===== config.mk =====
export PLATFORM = sky130hd
export DESIGN_NAME = mdp3_group_parser
export DESIGN_NICKNAME = d
export VERILOG_FILES = /design/src/rtl/mdp3_group_parser.sv
export SDC_FILE = /design/constraint.sdc
export NUM_CORES = 2
export LEC_CHECK = 0
export ABC_AREA = 1
export BUFFER_PORTS_ARGS = -buffer_cell sky130_fd_sc_hd__buf_2
export CORE_MARGIN = 1.5
export CORE_UTILIZATION = 55
export CTS_CLUSTER_DIAMETER = 120
export CTS_CLUSTER_SIZE = 24
export DETAILED_ROUTE_END_ITERATION = 7
export GPL_TIMING_DRIVEN = 0
export PLACE_DENSITY = 0.73
export SKIP_CTS_REPAIR_TIMING = 1
export SLEW_MARGIN = 20
export SYNTH_ARGS = -nofsm -noshare
export SYNTH_HDL_FRONTEND = slang
export SYNTH_SLANG_ARGS = --single-unit

===== constraint.sdc =====
create_clock -name clk -period 37.2 [get_ports clk]
set_clock_uncertainty 0.2 [all_clocks]
set_input_delay 7.44 -clock clk [delete_from_list [all_inputs] [get_ports clk]]
set_output_delay 7.44 -clock clk [all_outputs]
set_load 0.05 [all_outputs]

===== src/rtl/mdp3_group_parser.sv =====
// MDP3 incremental-refresh group parser: header beat + N x 4-beat entries -> decoded records
// through a show-ahead output FIFO. Optional SECID filter enabled by MDP3_SECID_FILTER_EN.
module mdp3_group_parser #(
    parameter int unsigned MAX_ENTRIES = 16,
    parameter int unsigned OUT_DEPTH   = 4,
    parameter int unsigned CNT_W       = 16
) (
    input  logic                           clk,
    input  logic                           reset,
    input  logic                           in_valid,
    output logic                           in_ready,
    input  logic                           in_sop,
    input  logic                           in_eop,
    input  logic [63:0]                    in_data,
    output logic                           out_valid,
    input  logic                           out_ready,
    output logic [63:0]                    out_price,
    output logic [31:0]                    out_qty,
    output logic [31:0]                    out_secid,
    output logic [31:0]                    out_rptseq,
    output logic [31:0]                    out_norders,
    output logic [7:0]                     out_level,
    output logic [1:0]                     out_action,
    output logic [7:0]                     out_etype,
    output logic [$clog2(MAX_ENTRIES)-1:0] out_idx,
    output logic                           out_last,
`ifdef MDP3_SECID_FILTER_EN
    input  logic                           cfg_filt_en,
    input  logic [31:0]                    cfg_secid,
    output logic [CNT_W-1:0]               filt_count,
`endif
    output logic                           err_pulse,
    output logic [CNT_W-1:0]               err_count,
    output logic [CNT_W-1:0]               msg_count
);

    localparam int unsigned IDX_W  = $clog2(MAX_ENTRIES);
    localparam int unsigned PTR_W  = $clog2(OUT_DEPTH);
    localparam int unsigned FILL_W = PTR_W + 1;

    typedef enum logic [1:0] {StIdle, StEntry, StDrain} state_t;

    typedef struct packed {
        logic [63:0]      price;
        logic [31:0]      qty;
        logic [31:0]      secid;
        logic [31:0]      rptseq;
        logic [31:0]      norders;
        logic [7:0]       level;
        logic [1:0]       action;
        logic [7:0]       etype;
        logic [IDX_W-1:0] idx;
        logic             last;
    } rec_t;

    function automatic logic [31:0] swap32(input logic [31:0] x);
        return {x[7:0], x[15:8], x[23:16], x[31:24]};
    endfunction

    function automatic logic [63:0] swap64(input logic [63:0] x);
        return {swap32(x[31:0]), swap32(x[63:32])};
    endfunction

    state_t           state;
    logic [1:0]       beat;
    logic [IDX_W-1:0] idx;
    logic [7:0]       num;
    logic [63:0]      h_price;
    logic [31:0]      h_qty;
    logic [31:0]      h_secid;
    logic [31:0]      h_rptseq;
    logic [31:0]      h_norders;

    rec_t              mem [OUT_DEPTH];
    rec_t              head;
    rec_t              wr_rec;
    logic [PTR_W-1:0]  wr_ptr;
    logic [PTR_W-1:0]  rd_ptr;
    logic [FILL_W-1:0] fill;

    logic        fifo_full;
    logic        accept;
    logic        last_entry;
    logic        wr_entry;
    logic        keep;
    logic        wr_en;
    logic        rd_en;
    logic [15:0] hdr_blen;
    logic [7:0]  hdr_n;
    logic        hdr_bad;

    // Stall only the beat that writes the FIFO; a read this cycle is not credited until next cycle.
    assign fifo_full  = (fill == FILL_W'(OUT_DEPTH));
    assign in_ready   = !(state == StEntry && beat == 2'd3 && fifo_full);
    assign accept     = in_valid && in_ready;

    assign hdr_blen   = {in_data[55:48], in_data[63:56]};
    assign hdr_n      = in_data[47:40];
    assign hdr_bad    = (hdr_blen != 16'd32) || (32'(hdr_n) > MAX_ENTRIES);
    assign last_entry = (8'(idx) == num - 8'd1);

    assign wr_entry   = accept && !in_sop && state == StEntry && beat == 2'd3;
`ifdef MDP3_SECID_FILTER_EN
    assign keep       = !cfg_filt_en || (h_secid == cfg_secid);
`else
    assign keep       = 1'b1;
`endif
    assign wr_en      = wr_entry && keep;
    assign rd_en      = out_valid && out_ready;

    always_comb begin
        wr_rec         = '0;
        wr_rec.price   = h_price;
        wr_rec.qty     = h_qty;
        wr_rec.secid   = h_secid;
        wr_rec.rptseq  = h_rptseq;
        wr_rec.norders = h_norders;
        wr_rec.level   = in_data[63:56];
        wr_rec.action  = in_data[49:48];
        wr_rec.etype   = in_data[47:40];
        wr_rec.idx     = idx;
        wr_rec.last    = last_entry;
    end

    always_ff @(posedge clk or posedge reset) begin
        if (reset) begin
            state      <= StIdle;
            beat       <= '0;
            idx        <= '0;
            num        <= '0;
            h_price    <= '0;
            h_qty      <= '0;
            h_secid    <= '0;
            h_rptseq   <= '0;
            h_norders  <= '0;
            err_pulse  <= 1'b0;
            msg_count  <= '0;
`ifdef MDP3_SECID_FILTER_EN
            filt_count <= '0;
`endif
        end else begin
            err_pulse <= 1'b0;
            if (accept) begin
                if (in_sop) begin
                    // A header outside IDLE aborts the current message and restarts on this beat.
                    if (state != StIdle) err_pulse <= 1'b1;
                    beat <= '0;
                    idx  <= '0;
                    num  <= hdr_n;
                    if (hdr_bad) begin
                        err_pulse <= 1'b1;
                        state     <= in_eop ? StIdle : StDrain;
                    end else if (hdr_n == 8'd0) begin
                        if (in_eop) begin
                            msg_count <= msg_count + CNT_W'(1);
                            state     <= StIdle;
                        end else begin
                            err_pulse <= 1'b1;
                            state     <= StDrain;
                        end
                    end else begin
                        state <= StEntry;
                    end
                end else begin
                    case (state)
                        StEntry: begin
                            case (beat)
                                2'd0: h_price <= swap64(in_data);
                                2'd1: begin
                                    h_qty   <= swap32(in_data[63:32]);
                                    h_secid <= swap32(in_data[31:0]);
                                end
                                2'd2: begin
                                    h_rptseq  <= swap32(in_data[63:32]);
                                    h_norders <= swap32(in_data[31:0]);
                                end
                                default: ;
                            endcase
                            if (beat != 2'd3) begin
                                if (in_eop) begin
                                    err_pulse <= 1'b1;
                                    state     <= StIdle;
                                end else begin
                                    beat <= beat + 2'd1;
                                end
                            end else begin
                                beat <= '0;
`ifdef MDP3_SECID_FILTER_EN
                                if (!keep) filt_count <= filt_count + CNT_W'(1);
`endif
                                if (last_entry) begin
                                    if (in_eop) begin
                                        msg_count <= msg_count + CNT_W'(1);
                                        state     <= StIdle;
                                    end else begin
                                        err_pulse <= 1'b1;
                                        state     <= StDrain;
                                    end
                                end else if (in_eop) begin
                                    err_pulse <= 1'b1;
                                    state     <= StIdle;
                                end else begin
                                    idx <= idx + IDX_W'(1);
                                end
                            end
                        end
                        StDrain: begin
                            if (in_eop) state <= StIdle;
                        end
                        default: ;
                    endcase
                end
            end
        end
    end

    always_ff @(posedge clk or posedge reset) begin
        if (reset) begin
            err_count <= '0;
        end else if (err_pulse && err_count != '1) begin
            err_count <= err_count + CNT_W'(1);
        end
    end

    // Registered write, show-ahead read: a record is visible the cycle after its last beat.
    always_ff @(posedge clk or posedge reset) begin
        if (reset) begin
            mem    <= '{default: '0};
            wr_ptr <= '0;
            rd_ptr <= '0;
            fill   <= '0;
        end else begin
            if (wr_en) begin
                mem[wr_ptr] <= wr_rec;
                wr_ptr      <= wr_ptr + PTR_W'(1);
            end
            if (rd_en) rd_ptr <= rd_ptr + PTR_W'(1);
            if (wr_en && !rd_en) begin
                fill <= fill + FILL_W'(1);
            end else if (!wr_en && rd_en) begin
                fill <= fill - FILL_W'(1);
            end
        end
    end

    assign head        = mem[rd_ptr];
    assign out_valid   = (fill != '0);
    assign out_price   = head.price;
    assign out_qty     = head.qty;
    assign out_secid   = head.secid;
    assign out_rptseq  = head.rptseq;
    assign out_norders = head.norders;
    assign out_level   = head.level;
    assign out_action  = head.action;
    assign out_etype   = head.etype;
    assign out_idx     = head.idx;
    assign out_last    = head.last;

endmodule


==> run metrics <==
Tmin final=12470 ps; Min-Delay Path Depth=2; Synth Cell Area=48880 um2; setup TNS=0 ps; Detail Route Antenna Nets=0; Unique masters post-synth=34; Slew @ Worst Pin=1245 ps; vias in the first global route=38905; num rows=approximately 110; Synth Area in Adders=0.003737; Detailed Place HPWL=around 110000 um; Post-Route WL=approximately 160000 um; critical path data arrival time=4830 ps; Worst-path clk slew=110 ps; global-route wire length before repair=235900 um; setup violators final=0; main combinational cell family by area after synthesis=compound AO/OA/AOI/OAI gates; gpl congestion=slightly above 0.9; Yosys warning count=0; layout cells sized above 1=0.1577; Clock Latency Late Sink=660 ps; critical path cell sequence=clkbuf_2 -> clkbuf_1 -> clkbuf_1 -> buf_1 -> nor2_1 -> o22ai_1 -> buf_2; Synth Net Count=about 5400; FF+latch count, synth=1108; area share of the largest cell type after synthesis=0.5672; Remaining DRCs=0; CTS H-tree depth=2; Commonest cells post-synth=1186 x nand2_1, 1108 x dfrtp_1, 735 x o21ai_0, 475 x o21ai_1, 472 x nor2_1; Cells after Synth=5318; f_max=80.18 MHz; Finished Layout Cells=6902; total number of vias=40683; run status=finished, final reports clean; area leader, netlist=dfrtp_1; Clock Path Buffers=3; Die Y=301.1 um; Vias/cell=between 5 and 6; DIE AREA=90670 um2; Worst slew margin=0.1697; Buffers on Ports=319; Fin. Hold Viols=0; Iteration-0 DRC Markers=4267; endpoint class of the critical path=primary output; Crit-path slowest cell=clkbuf_1; RSZ-0062 raised after global routing=false; post-synthesis mux area share=0.0002304; top-count cell post-synth=nand2_1; critical setup path kind=register to primary output; Pins Over Slew Limit=0; Wirelength per Cell=22.58 um; startpoint types=register; CP Max Fanout=10; Worst path most repeated cell=clkbuf_1; placed cells=6841; Nets=5814; Die Width=301.1 um; Post-Synth Simple-Gate Area=0.1380; maxcap violations=0; Root Driver=clkbuf_16; Req. time, crit path=29560 ps; Tot GR Track Use=0.3423; TritonCTS Buffers=52; CTS tree=done; sequential-to-total area share from yosys stat=0.5672; worst r2r path cells=6; initial core utilization=0.5540; core area=a little under 90000 um2; Crit path largest cell delay=970 ps; Synth Area in Compound Gates=0.2048; Syn Area/Cell=between 9 and 10 um2; drt first pass iters=6; largest net degree at the start of global routing=35; clock sinks=1108; number of synthesized flops with an enable pin=0; XOR/XNOR share of the synthesized area=0.005375; Hold Slack=between 200 and 300 ps; Synth async-reset ratio=1.000; Area growth, synth to finish=10.77%; GR Overflow Total=0; Synth area leaders=dfrtp_1 57%, nand2_1 9.1%, o21ai_0 7.5%; maximum vdd drop=71.56 uV; pwr dens=75.27 nW/um2; fin crit share=0.3353; initial antenna violation count=4; top-level I/O count=320; Main synth FF type=dfrtp_1; Leak=25.50 nW; Hold WC Path Type=register to register
-- cell type report --
| cell class | count | area (um2) |
|---|---|---|
| flip-flops and latches | 1108 | 27730 |
| repair buffers | 358 | 2400 |
| clock inverters | 4 | 63.81 |
| plain buffers | 380 | 2754 |
| well taps | 1165 | 1458 |
| inverters | 317 | 1194 |
| clock buffers | 54 | 1330 |
| multi-input cells | 3513 | 17220 |
| fillers | 7666 | 34090 |
| diodes | 3 | 7.507 |
-- routing by layer --
layer	track usage	vias up	wire [um]
li1	-	18374	-
met1	0.4765	20094	62850
met2	0.5160	1880	69580
met3	0.07680	331	15540
met4	0.1520	4	7826
met5	0	-	23
-- cells by family after synthesis --
group           after synthesis
compound gates             1725
xor+xnor                     30
fa+ha+maj                    14
buf+inv                     697
flops                      1108
mux                           1
simple gates               1743
-- metrics by stage --
stage | util | power, mW | worst slack [ps] | instance area, um2
2_1_floorplan | - | 2.800 | 14270 | 48890
3_3_place_gp | 0.5886 | 3.386 | 8150 | 51940
3_5_place_dp | 0.5978 | 3.410 | 25650 | 52750
4_1_cts | 0.6136 | 4.050 | 24910 | 54140
5_1_grt | 0.6136 | 4.254 | 24780 | 54140
6_report | 0.6137 | 4.076 | 24730 | 54150
-- power breakdown --
part,switching [mW],leakage [nW],internal (mW)
combinational,1.53,9.63,0.418
clock,0.388,0.685,0.264
sequential,0.100,15.2,1.37
-- critical path, delay by kind of cell (launching register included) --
kind                   cells  cell delay, ps
AO/OA/AOI/OAI              1             540
buffers and inverters      5            3100
flip-flops                 1             350
AND/OR/NAND/NOR            1             130
-- layout by cell type, fill, tap and decap left out, types with 188 or more instances in the layout --
cell type | netlist | final
o21ai_1 | 475 | 475
nor2_1 | 472 | 472
clkbuf_1 | 190 | 188
o22ai_1 | 215 | 215
buf_2 | 2 | 321
nand2_1 | 1186 | 1186
o21ai_0 | 735 | 735
o21ai_2 | 294 | 294
inv_1 | 314 | 313
dfrtp_1 | 1108 | 1108
-- registers in the layout (all words and copies together) (netlist names) --
name and flops:
h_qty 32, h_secid 32, h_price 64, h_rptseq 32, fill 3, mem 860
idx 4, beat 2, h_norders 32, err_count 16, rd_ptr 2, num 8
err_pulse 1, state 2, wr_ptr 2, msg_count 16
-- final timing paths --
kind	start	to	slack [ps]
max	rd_ptr[0]	out_rptseq[31]	24730
max reg2reg	rd_ptr[0]	rd_ptr[1]	33660
min in group asynchronous	reset	mem[750]	6490
min	mem[379]	mem[379]	280
max in group asynchronous	reset	mem[382]	28540
min reg2reg	mem[379]	mem[379]	280
Power figures use the tool's default switching activity.
